$ cat config.mk
export PLATFORM = sky130hd
export DESIGN_NAME = ttt_move_ctrl
export DESIGN_NICKNAME = d
export VERILOG_FILES = /design/src/rtl/ttt_move_ctrl.sv
export SDC_FILE = /design/constraint.sdc
export NUM_CORES = 1
export LEC_CHECK = 0
export ABC_CLOCK_PERIOD_IN_PS = 2000
export BUFFER_PORTS_ARGS = -buffer_cell sky130_fd_sc_hd__buf_2
export CAP_MARGIN = 10
export CORE_MARGIN = 2
export CORE_UTILIZATION = 48
export DETAILED_ROUTE_END_ITERATION = 10
export GPL_TIMING_DRIVEN = 0
export PLACE_DENSITY = 0.79
export SLEW_MARGIN = 25
export SYNTH_ARGS = -nofsm -noshare
export SYNTH_HDL_FRONTEND = slang
export SYNTH_SLANG_ARGS = --single-unit
$ cat constraint.sdc
create_clock -name i_clk -period 2 [get_ports i_clk]
set_input_delay 0.2 -clock i_clk [delete_from_list [all_inputs] [get_ports i_clk]]
set_output_delay 0.2 -clock i_clk [all_outputs]
set_load 0.1 [all_outputs]
$ cat src/rtl/ttt_move_ctrl.sv
// -----------------------------------------------------------------------------
// ttt_move_ctrl
//
// Purpose:
//   Tic-tac-toe game controller placed directly upstream of nine board cells.
//   It accepts move requests, rejects moves that are out of range or that
//   target an occupied cell, writes legal moves into the addressed cell with
//   a one-cycle set strobe, and then evaluates the board for a win or a draw.
//   The board is cleared on reset and on every new-game request.
//
// Parameters:
//   FIRST_SYMBOL  symbol that moves first after every clear (0 = X, 1 = O)
//   CLEAR_CYCLES  number of cycles o_cell_reset is held during a clear (>= 1)
//
// Ports:
//   i_clk            clock, all state changes on the rising edge
//   i_reset          synchronous, active-high reset
//   i_new_game       request a board clear (sampled every cycle)
//   i_move_valid     move request valid
//   i_move_idx[3:0]  target cell 0..8, row-major
//   o_move_ready     controller can accept a move this cycle
//   o_move_ack       one-cycle pulse: legal move written and evaluated
//   o_move_err       one-cycle pulse: move rejected
//   o_cell_set[8:0]  one-hot set strobe, bit i drives cell i
//   o_cell_reset     clear strobe to all cells
//   o_cell_sym       symbol written by o_cell_set
//   i_cell_valid     occupancy reported by the cells
//   i_cell_symbol    stored symbol reported by the cells
//   o_turn           symbol of the player to move
//   o_move_count     legal moves since the last clear, 0..9
//   o_winner_valid   a line of three is complete
//   o_winner_symbol  symbol of the winning line (0 unless a winner exists)
//   o_draw           nine moves made without a winner
//   o_game_over      o_winner_valid | o_draw
// -----------------------------------------------------------------------------
module ttt_move_ctrl #(
  parameter logic FIRST_SYMBOL = 1'b0,
  parameter int   CLEAR_CYCLES = 2
) (
  input  logic       i_clk,
  input  logic       i_reset,
  input  logic       i_new_game,
  input  logic       i_move_valid,
  input  logic [3:0] i_move_idx,
  output logic       o_move_ready,
  output logic       o_move_ack,
  output logic       o_move_err,
  output logic [8:0] o_cell_set,
  output logic       o_cell_reset,
  output logic       o_cell_sym,
  input  logic [8:0] i_cell_valid,
  input  logic [8:0] i_cell_symbol,
  output logic       o_turn,
  output logic [3:0] o_move_count,
  output logic       o_winner_valid,
  output logic       o_winner_symbol,
  output logic       o_draw,
  output logic       o_game_over
);

  // Clear counter runs 0 .. CLEAR_CYCLES-1.
  localparam int            CW       = (CLEAR_CYCLES > 1) ? $clog2(CLEAR_CYCLES) : 1;
  localparam logic [CW-1:0] CLR_LAST = CW'(CLEAR_CYCLES - 1);

  typedef enum logic [2:0] {
    S_CLEAR,
    S_IDLE,
    S_WRITE,
    S_SETTLE,
    S_EVAL,
    S_DONE
  } state_t;

  state_t        r_state,   w_state_next;
  logic [CW-1:0] r_clr_cnt, w_clr_cnt_next;
  logic [3:0]    r_idx,     w_idx_next;
  logic          r_turn,    w_turn_next;
  logic [3:0]    r_count,   w_count_next;
  logic          r_win_v,   w_win_v_next;
  logic          r_win_s,   w_win_s_next;
  logic          r_draw,    w_draw_next;
  logic          r_err,     w_err_next;

  // ---------------------------------------------------------------------------
  // Line evaluation: each of the eight lines packs its three cell indices as
  // {a, b, c} in a 12-bit word.
  // ---------------------------------------------------------------------------
  function automatic logic [11:0] line_cells(input int k);
    case (k)
      0:       return {4'd0, 4'd1, 4'd2};
      1:       return {4'd3, 4'd4, 4'd5};
      2:       return {4'd6, 4'd7, 4'd8};
      3:       return {4'd0, 4'd3, 4'd6};
      4:       return {4'd1, 4'd4, 4'd7};
      5:       return {4'd2, 4'd5, 4'd8};
      6:       return {4'd0, 4'd4, 4'd8};
      default: return {4'd2, 4'd4, 4'd6};
    endcase
  endfunction

  logic [7:0] w_line_win;
  logic [7:0] w_line_sym;
  logic       w_any_win;
  logic       w_win_sym;

  generate
    for (genvar gi = 0; gi < 8; gi++) begin : g_line
      localparam logic [11:0] CELLS = line_cells(gi);
      localparam int A = int'(CELLS[11:8]);
      localparam int B = int'(CELLS[7:4]);
      localparam int C = int'(CELLS[3:0]);
      assign w_line_win[gi] = i_cell_valid[A] & i_cell_valid[B] & i_cell_valid[C] &
                              (i_cell_symbol[A] == i_cell_symbol[B]) &
                              (i_cell_symbol[B] == i_cell_symbol[C]);
      assign w_line_sym[gi] = i_cell_symbol[A];
    end
  endgenerate

  // Only one symbol can complete a line in a legal game; the lowest-numbered
  // winning line is taken as the reported symbol.
  always_comb begin
    w_any_win = |w_line_win;
    w_win_sym = 1'b0;
    for (int k = 7; k >= 0; k--) begin
      if (w_line_win[k]) begin
        w_win_sym = w_line_sym[k];
      end
    end
  end

  // Illegal when out of range or already occupied. The occupancy lookup is
  // masked for out-of-range indices so it never reads past bit 8.
  logic w_idx_oob;
  logic w_idx_taken;
  logic w_move_bad;

  assign w_idx_oob   = (i_move_idx > 4'd8);
  assign w_idx_taken = !w_idx_oob && i_cell_valid[i_move_idx];
  assign w_move_bad  = w_idx_oob || w_idx_taken;

  // ---------------------------------------------------------------------------
  // State register
  // ---------------------------------------------------------------------------
  always_ff @(posedge i_clk) begin
    if (i_reset) begin
      r_state   <= S_CLEAR;
      r_clr_cnt <= '0;
      r_idx     <= '0;
      r_turn    <= FIRST_SYMBOL;
      r_count   <= '0;
      r_win_v   <= 1'b0;
      r_win_s   <= 1'b0;
      r_draw    <= 1'b0;
      r_err     <= 1'b0;
    end else begin
      r_state   <= w_state_next;
      r_clr_cnt <= w_clr_cnt_next;
      r_idx     <= w_idx_next;
      r_turn    <= w_turn_next;
      r_count   <= w_count_next;
      r_win_v   <= w_win_v_next;
      r_win_s   <= w_win_s_next;
      r_draw    <= w_draw_next;
      r_err     <= w_err_next;
    end
  end

  // ---------------------------------------------------------------------------
  // Next-state logic
  // ---------------------------------------------------------------------------
  always_comb begin
    w_state_next   = r_state;
    w_clr_cnt_next = r_clr_cnt;
    w_idx_next     = r_idx;
    w_turn_next    = r_turn;
    w_count_next   = r_count;
    w_win_v_next   = r_win_v;
    w_win_s_next   = r_win_s;
    w_draw_next    = r_draw;
    w_err_next     = 1'b0;

    if (i_new_game) begin
      // Abort whatever is in flight; leaving WRITE drops cell_set next cycle.
      w_state_next   = S_CLEAR;
      w_clr_cnt_next = '0;
    end else begin
      case (r_state)
        S_CLEAR: begin
          w_turn_next  = FIRST_SYMBOL;
          w_count_next = '0;
          w_win_v_next = 1'b0;
          w_win_s_next = 1'b0;
          w_draw_next  = 1'b0;
          if (r_clr_cnt == CLR_LAST) begin
            w_clr_cnt_next = '0;
            w_state_next   = S_IDLE;
          end else begin
            w_clr_cnt_next = r_clr_cnt + 1'b1;
          end
        end

        S_IDLE: begin
          if (i_move_valid) begin
            if (w_move_bad) begin
              w_err_next = 1'b1;
            end else begin
              w_idx_next   = i_move_idx;
              w_state_next = S_WRITE;
            end
          end
        end

        S_WRITE: begin
          w_count_next = (r_count == 4'd9) ? 4'd9 : r_count + 4'd1;
          w_state_next = S_SETTLE;
        end

        // Give the cells one cycle to present the newly written value.
        S_SETTLE: begin
          w_state_next = S_EVAL;
        end

        S_EVAL: begin
          if (w_any_win) begin
            w_win_v_next = 1'b1;
            w_win_s_next = w_win_sym;
            w_state_next = S_DONE;
          end else if (r_count == 4'd9) begin
            w_draw_next  = 1'b1;
            w_state_next = S_DONE;
          end else begin
            w_turn_next  = ~r_turn;
            w_state_next = S_IDLE;
          end
        end

        S_DONE: begin
          w_state_next = S_DONE;
        end

        default: begin
          w_state_next   = S_CLEAR;
          w_clr_cnt_next = '0;
        end
      endcase
    end
  end

  // ---------------------------------------------------------------------------
  // Outputs decoded from registered state
  // ---------------------------------------------------------------------------
  assign o_move_ready    = (r_state == S_IDLE);
  assign o_move_ack      = (r_state == S_EVAL);
  assign o_move_err      = r_err;
  assign o_cell_set      = (r_state == S_WRITE) ? (9'(1) << r_idx) : 9'd0;
  assign o_cell_reset    = (r_state == S_CLEAR);
  assign o_cell_sym      = r_turn;
  assign o_turn          = r_turn;
  assign o_move_count    = r_count;
  assign o_winner_valid  = r_win_v;
  assign o_winner_symbol = r_win_s;
  assign o_draw          = r_draw;
  assign o_game_over     = r_win_v | r_draw;

endmodule

# After elaboration in Yosys (flattened, before gate mapping)

Cells that the tools add are included.
W data, S select, Z words.

Bits in read-only memories: 0
Memories kept: 0
Word-level logic and storage cells: 129
Bits of input ports: 26
Flip-flop bits (word level): 17
Bits in writable memories: 0
Output and inout port bits: 23
Bits in latches: 0

Eq/ne operators: 29
Magnitude comparators: 2
Muxes and demuxes: 32
Add/sub/neg operators: 2
Shift operators: 1
Multipliers: 0
Div/mod/pow operators: 0
Bitwise operators: 38
Reduce and logical (&&, ||, !) cells: 16

Operators with widths:

| kind                  | number |
|---|---|
| $and A1 B1 Y1         | 32 |
| $pmux W3 S6           | 1 |
| $mux W1               | 17 |
| $eq A1 B1 Y1          | 16 |
| $mux W3               | 5 |
| $reduce_and A4 Y1     | 3 |
| $pmux W1 S2           | 5 |
| $mux W9               | 1 |
| $shl A1 B4 Y9 const A | 1 |
| $ne A2 B2 Y1 const B  | 4 |
| $pmux W4 S2           | 1 |
| $reduce_or A8 Y1      | 1 |
| $eq A3 B2 Y1 const B  | 2 |
| $eq A3 B3 Y1 const B  | 2 |
| $ne A2 B1 Y1 const B  | 3 |
| $reduce_and A3 Y1     | 2 |
| $lt A4 B5 Y1 const B  | 1 |
| $not A1 Y1            | 5 |
| $reduce_or A5 Y1      | 1 |
| $add A4 B1 Y4 const B | 1 |
| $bmux W1 S4           | 1 |
| $eq A4 B4 Y1 const B  | 1 |
| $gt A4 B4 Y1 const B  | 1 |
| $mux W4               | 1 |
| other kinds (11)      | 12 |

# Depth between registers and ports, before layout

Depth after elaboration: 14
Depth in mapped cells: 7
Depth with buffers taken out: 7

# Least setup slack after synthesis

Ideal clock, no wire load.

Path kind: register -> register
Start point: reg r_state[2]
End point: reg r_idx[0]
Arrival: 3483 ps
Clock period less this slack: 3600 ps
Setup slack: -1600 ps
Required time: 1883 ps
Library setup time: 117 ps
Path buffers: 2
Stages on the path, launching flop included: 7
Path through: dfxtp_1 > buf_4 > nor3b_1 > or3b_1 > buf_6 > mux2i_1 > nor2_1

Word-level cells in the longest chain between the ends: 2

RTL lines:

| element                     | line | text |
|---|---|---|
| start: declaration          | 74   | `state_t r_state, w_state_next;` |
| start signal: assignment    | 156  | `r_state <= w_state_next;` |
| $eq A3 B1 Y1                | n/a  |  |
| net o_move_ready            | 45   | `output logic o_move_ready,` |
| $reduce_and A4 Y1 (no line) | n/a  |  |
| end signal: assignment      | 158  | `r_idx <= w_idx_next;` |
| end: declaration            | 76   | `logic [3:0] r_idx, w_idx_next;` |

The timed path passes the listed nets, and every way through them passes these cells.
A chain may end at the register's enable or synchronous reset.

# Final worst setup path

Start point: reg r_state[0]
End point: out o_cell_set[0]

Word-level cells in the longest chain between the ends: 2

RTL lines:

| element          | line | text |
|---|---|---|
| $eq A3 B2 Y1     | 255  | `assign o_cell_set = (r_state == S_WRITE) ? (9'(1) << r_idx) : 9'd0;` |
| $mux W9          | 255  |  |
| end: declaration | 48   | `output logic [8:0] o_cell_set,` |

No other way between the ends.

==> parameters.txt <==
Parameter                              Value

Status
  Run status ... complete, no violations

Floorplan
  Die X ... roughly 55 µm
  I/O pin cnt ... roughly 50
  Starting Density ... 0.505
  Die Outline Area ... 3010 µm²
  Area inside the core boundary ... 2450 µm²
  Vert. Die Dim ... roughly 55 µm
  Standard-cell rows ... 18

Timing
  Minimum period implied by the final worst setup slack ... ~1.9 ns
  Peak clock frequency supported by timing ... 522 MHz
  Worst clock skew on the final layout ... 0.00840 ns
  Hold slack final ... 0.165 ns
  Count of pins over their slew limit ... 0
  Unrepaired setup endpoints after global routing ... false
  Final setup violation count ... 0
  Worst Setup Slack, final ... approximately 0.086 ns
  Transition time at the pin with the least slew margin ... 0.492 ns
  Final critical-path share of the clock period ... 0.957
  Relative slew slack ... 0.674
  Number of hold-slack violations in the final timing report ... 0
  Total negative setup slack ... 0 ns

Worst setup path
  Minimum setup slack among reg-to-reg paths ... approximately 0.4 ns
  Arrival time of the worst setup path ... 1.71 ns
  Critical Path Fanout Max ... 4
  Crit Path Class ... reg -> out
  CP endpoint ... o_cell_set[0]
  Endpoint of the most critical register-to-register path ... o_cell_sym
  Crit path capture type ... output port
  Worst Setup SP ... r_state[0]
  Worst reg2reg path startpoint ... r_state[0]
  Crit path required time ... 1.80 ns
  Number of cells on the worst reg-to-reg path ... 4
  Type of element launching the critical path ... flip-flop

Logic synthesis
  Gate count of the mapped netlist ... 166
  Main synth FF type ... dfxtp_1
  Share of async-settable or async-resettable flops after synthesis ... 0
  Distinct cells, synth ... between 40 and 50
  Post-synthesis sequential area ratio ... 0.274
  Yosys warning total ... 0
  Synth Net Count ... just under 200
  Register bit count reported by yosys ... 17
  Average size of a mapped cell ... around 7.5 µm²
  Number of flops mapped to enable cells by yosys ... 0
  Mapped Area ... 1240 µm²

Global routing
  Pin count of the biggest net entering global routing ... 11
  Global-route wire length before repair ... ~5400 µm
  Total routing resource utilization after global routing ... 0.245
  Antenna violations before repair ... 0
  Vias in the first global route ... 1267
  Grt total ovfl ... 0

Route
  Count of antenna-violating nets left after detailed routing ... 0
  Via total after detailed routing ... 1487
  Avg WL per Cell ... about 15 µm
  Remaining routing DRC violations ... 0
  Number of design-rule violations left by the first detailed-router iteration ... 50
  DR vias/cell ... 5.92
  Detailed Routing Iterations Pass 1 ... 4
  Total wire length ... around 3700 µm

Power
  Total power divided by cell area ... 416 nW/µm²
  Worst IR Drop VDD ... ~370 µV
  Leakage power figure ... 0.712 nW

Layout
  Number of antenna diodes ... 0
  Count of non-filler cells in the finished layout ... 251
  Number of nets at the end of the flow ... 250
  Proportion of layout cells with a drive suffix above 1 ... 0.367
  Area overhead of the layout relative to synthesis ... 36.9%

CTS
  Count of H-tree levels built during CTS ... 1
  Clk pin slew, worst setup/hold paths ... 0.11 ns
  TritonCTS Buffers ... 3
  Count of hold-fix buffers inserted at cts ... 0
  Root Buffer Master ... clkbuf_4
  Number of sinks driven by the clock tree ... 17
  CTS Buffer Depth ... 2
  Worst-skew pair later-pin latency ... between 0.3 and 0.4 ns
  TritonCTS clock tree ... yes

Worst hold path
  Worst min-delay path class ... in -> reg
  Hold wc startpoint ... i_move_valid

Placement
  Number of input and output port buffers inserted ... 48
  Place WS ... -0.170 ns
  Final HPWL DP ... 2800 µm
  Global placement routability congestion ... 0.885
  Cells after DPL ... 244

Run
  Max-capacitance violation count ... 0
[cell usage after synthesis (all sizes together) (2+ instances only)]
cell type / number / area [µm²]
o21ai: 5 / 25.0
nand2b: 4 / 25.0
ha: 2 / 25.0
or2: 2 / 12.5
inv: 4 / 15.0
nor4: 2 / 12.5
clkbuf: 2 / 7.51
or3: 9 / 56.3
buf: 4 / 31.3
nand2: 8 / 30.0
nand3b: 3 / 22.5
nor3: 13 / 65.1
dfxtp: 17 / 340
a21oi: 12 / 60.1
mux2i: 5 / 50.1
nand3: 20 / 100
or3b: 2 / 17.5
a211oi: 2 / 15.0
mux4: 2 / 52.6
nor2: 26 / 97.6
[registers in the layout, indices dropped and copies added (netlist names)]
name,count
o_move_count,4
r_idx,4
r_state,3
o_cell_sym,1
o_draw,1
o_move_err,1
o_winner_symbol,1
o_winner_valid,1
r_clr_cnt,1
[kinds of logic after synthesis]
group,after synthesis,synth area share
multiplexers,8,0.0918
AO/OA/AOI/OAI,32,0.167
adder cells (fa/ha/maj),2,0.0202
AND/OR/NAND/NOR,96,0.397
flip-flops,17,0.274
buffers and inverters,10,0.0434
XOR/XNOR,1,0.00706
[area by class of cell]
cell class              instances  area [µm²]
inverters                       4        15.0
multi-input cells             139         922
plain buffers                   5        31.3
clock inverters                 1        5.00
well taps                      30        37.5
repair buffers                 52         318
clock buffers                   3        22.5
fillers                       218         757
flip-flops and latches         17         347
[critical path, stage by stage (launching register included)]
cell and delay, ns:
dfxtp_2 0.36, nor2_4 0.13, nand2_2 0.08, or3_4 0.42, nor3_4 0.21, buf_12 0.20
[through the flow]
stage	total power, mW	cell area [µm²]	utilization
6_report	0.706	1700	0.692
3_5_place_dp	0.513	1590	0.647
2_1_floorplan	0.449	1310	-
3_3_place_gp	0.508	1590	0.647
4_1_cts	0.705	1660	0.676
5_1_grt	0.736	1700	0.692
[where the power goes]
| part | leakage [nW] | switching (mW) | total (mW) | internal, mW |
|---|---|---|---|---|
| clock | 0.0177 | 0.121 | 0.196 | 0.0748 |
| sequential | 0.139 | 0.00414 | 0.345 | 0.341 |
| combinational | 0.555 | 0.107 | 0.165 | 0.0583 |
[how the worst min path moves through the flow]
stage	endpoint	cells after the start
6_report	o_move_err	2
4_1_cts	o_move_err	2
3_5_place_dp	o_draw	1
3_3_place_gp	o_draw	1
5_1_grt	o_move_err	2
2_1_floorplan	r_idx[0]	2
[timing repair]
action                     CTS  global route
setup buffers                0             4
resized for setup           14             9
setup endpoints to repair    8             8
pin swaps                    1             3
[cell usage in the layout (no fill, tap or decap), types with 3 or more instances in the layout]
cell / netlist / routed
buf_2: 1 / 41
nand3_1: 20 / 20
nor2_1: 26 / 18
dfxtp_1: 17 / 14
a21oi_1: 12 / 12
nor3_1: 13 / 9
buf_4: 2 / 9
or3_1: 9 / 8
nor2_2: 0 / 7
nand2_1: 8 / 7
mux2i_1: 5 / 5
o21ai_0: 5 / 5
nand2b_1: 4 / 4
inv_1: 4 / 4
buf_6: 1 / 3
nand3b_1: 3 / 3
clkbuf_4: 0 / 3
[routing by layer]
layer	global-route usage	share of wire
met2	0.440	0.49
met4	0.0750	0.014
met3	0.0273	0.063
met5	0	0
met1	0.301	0.43
Note: power is estimated with default switching activity, not from simulation.
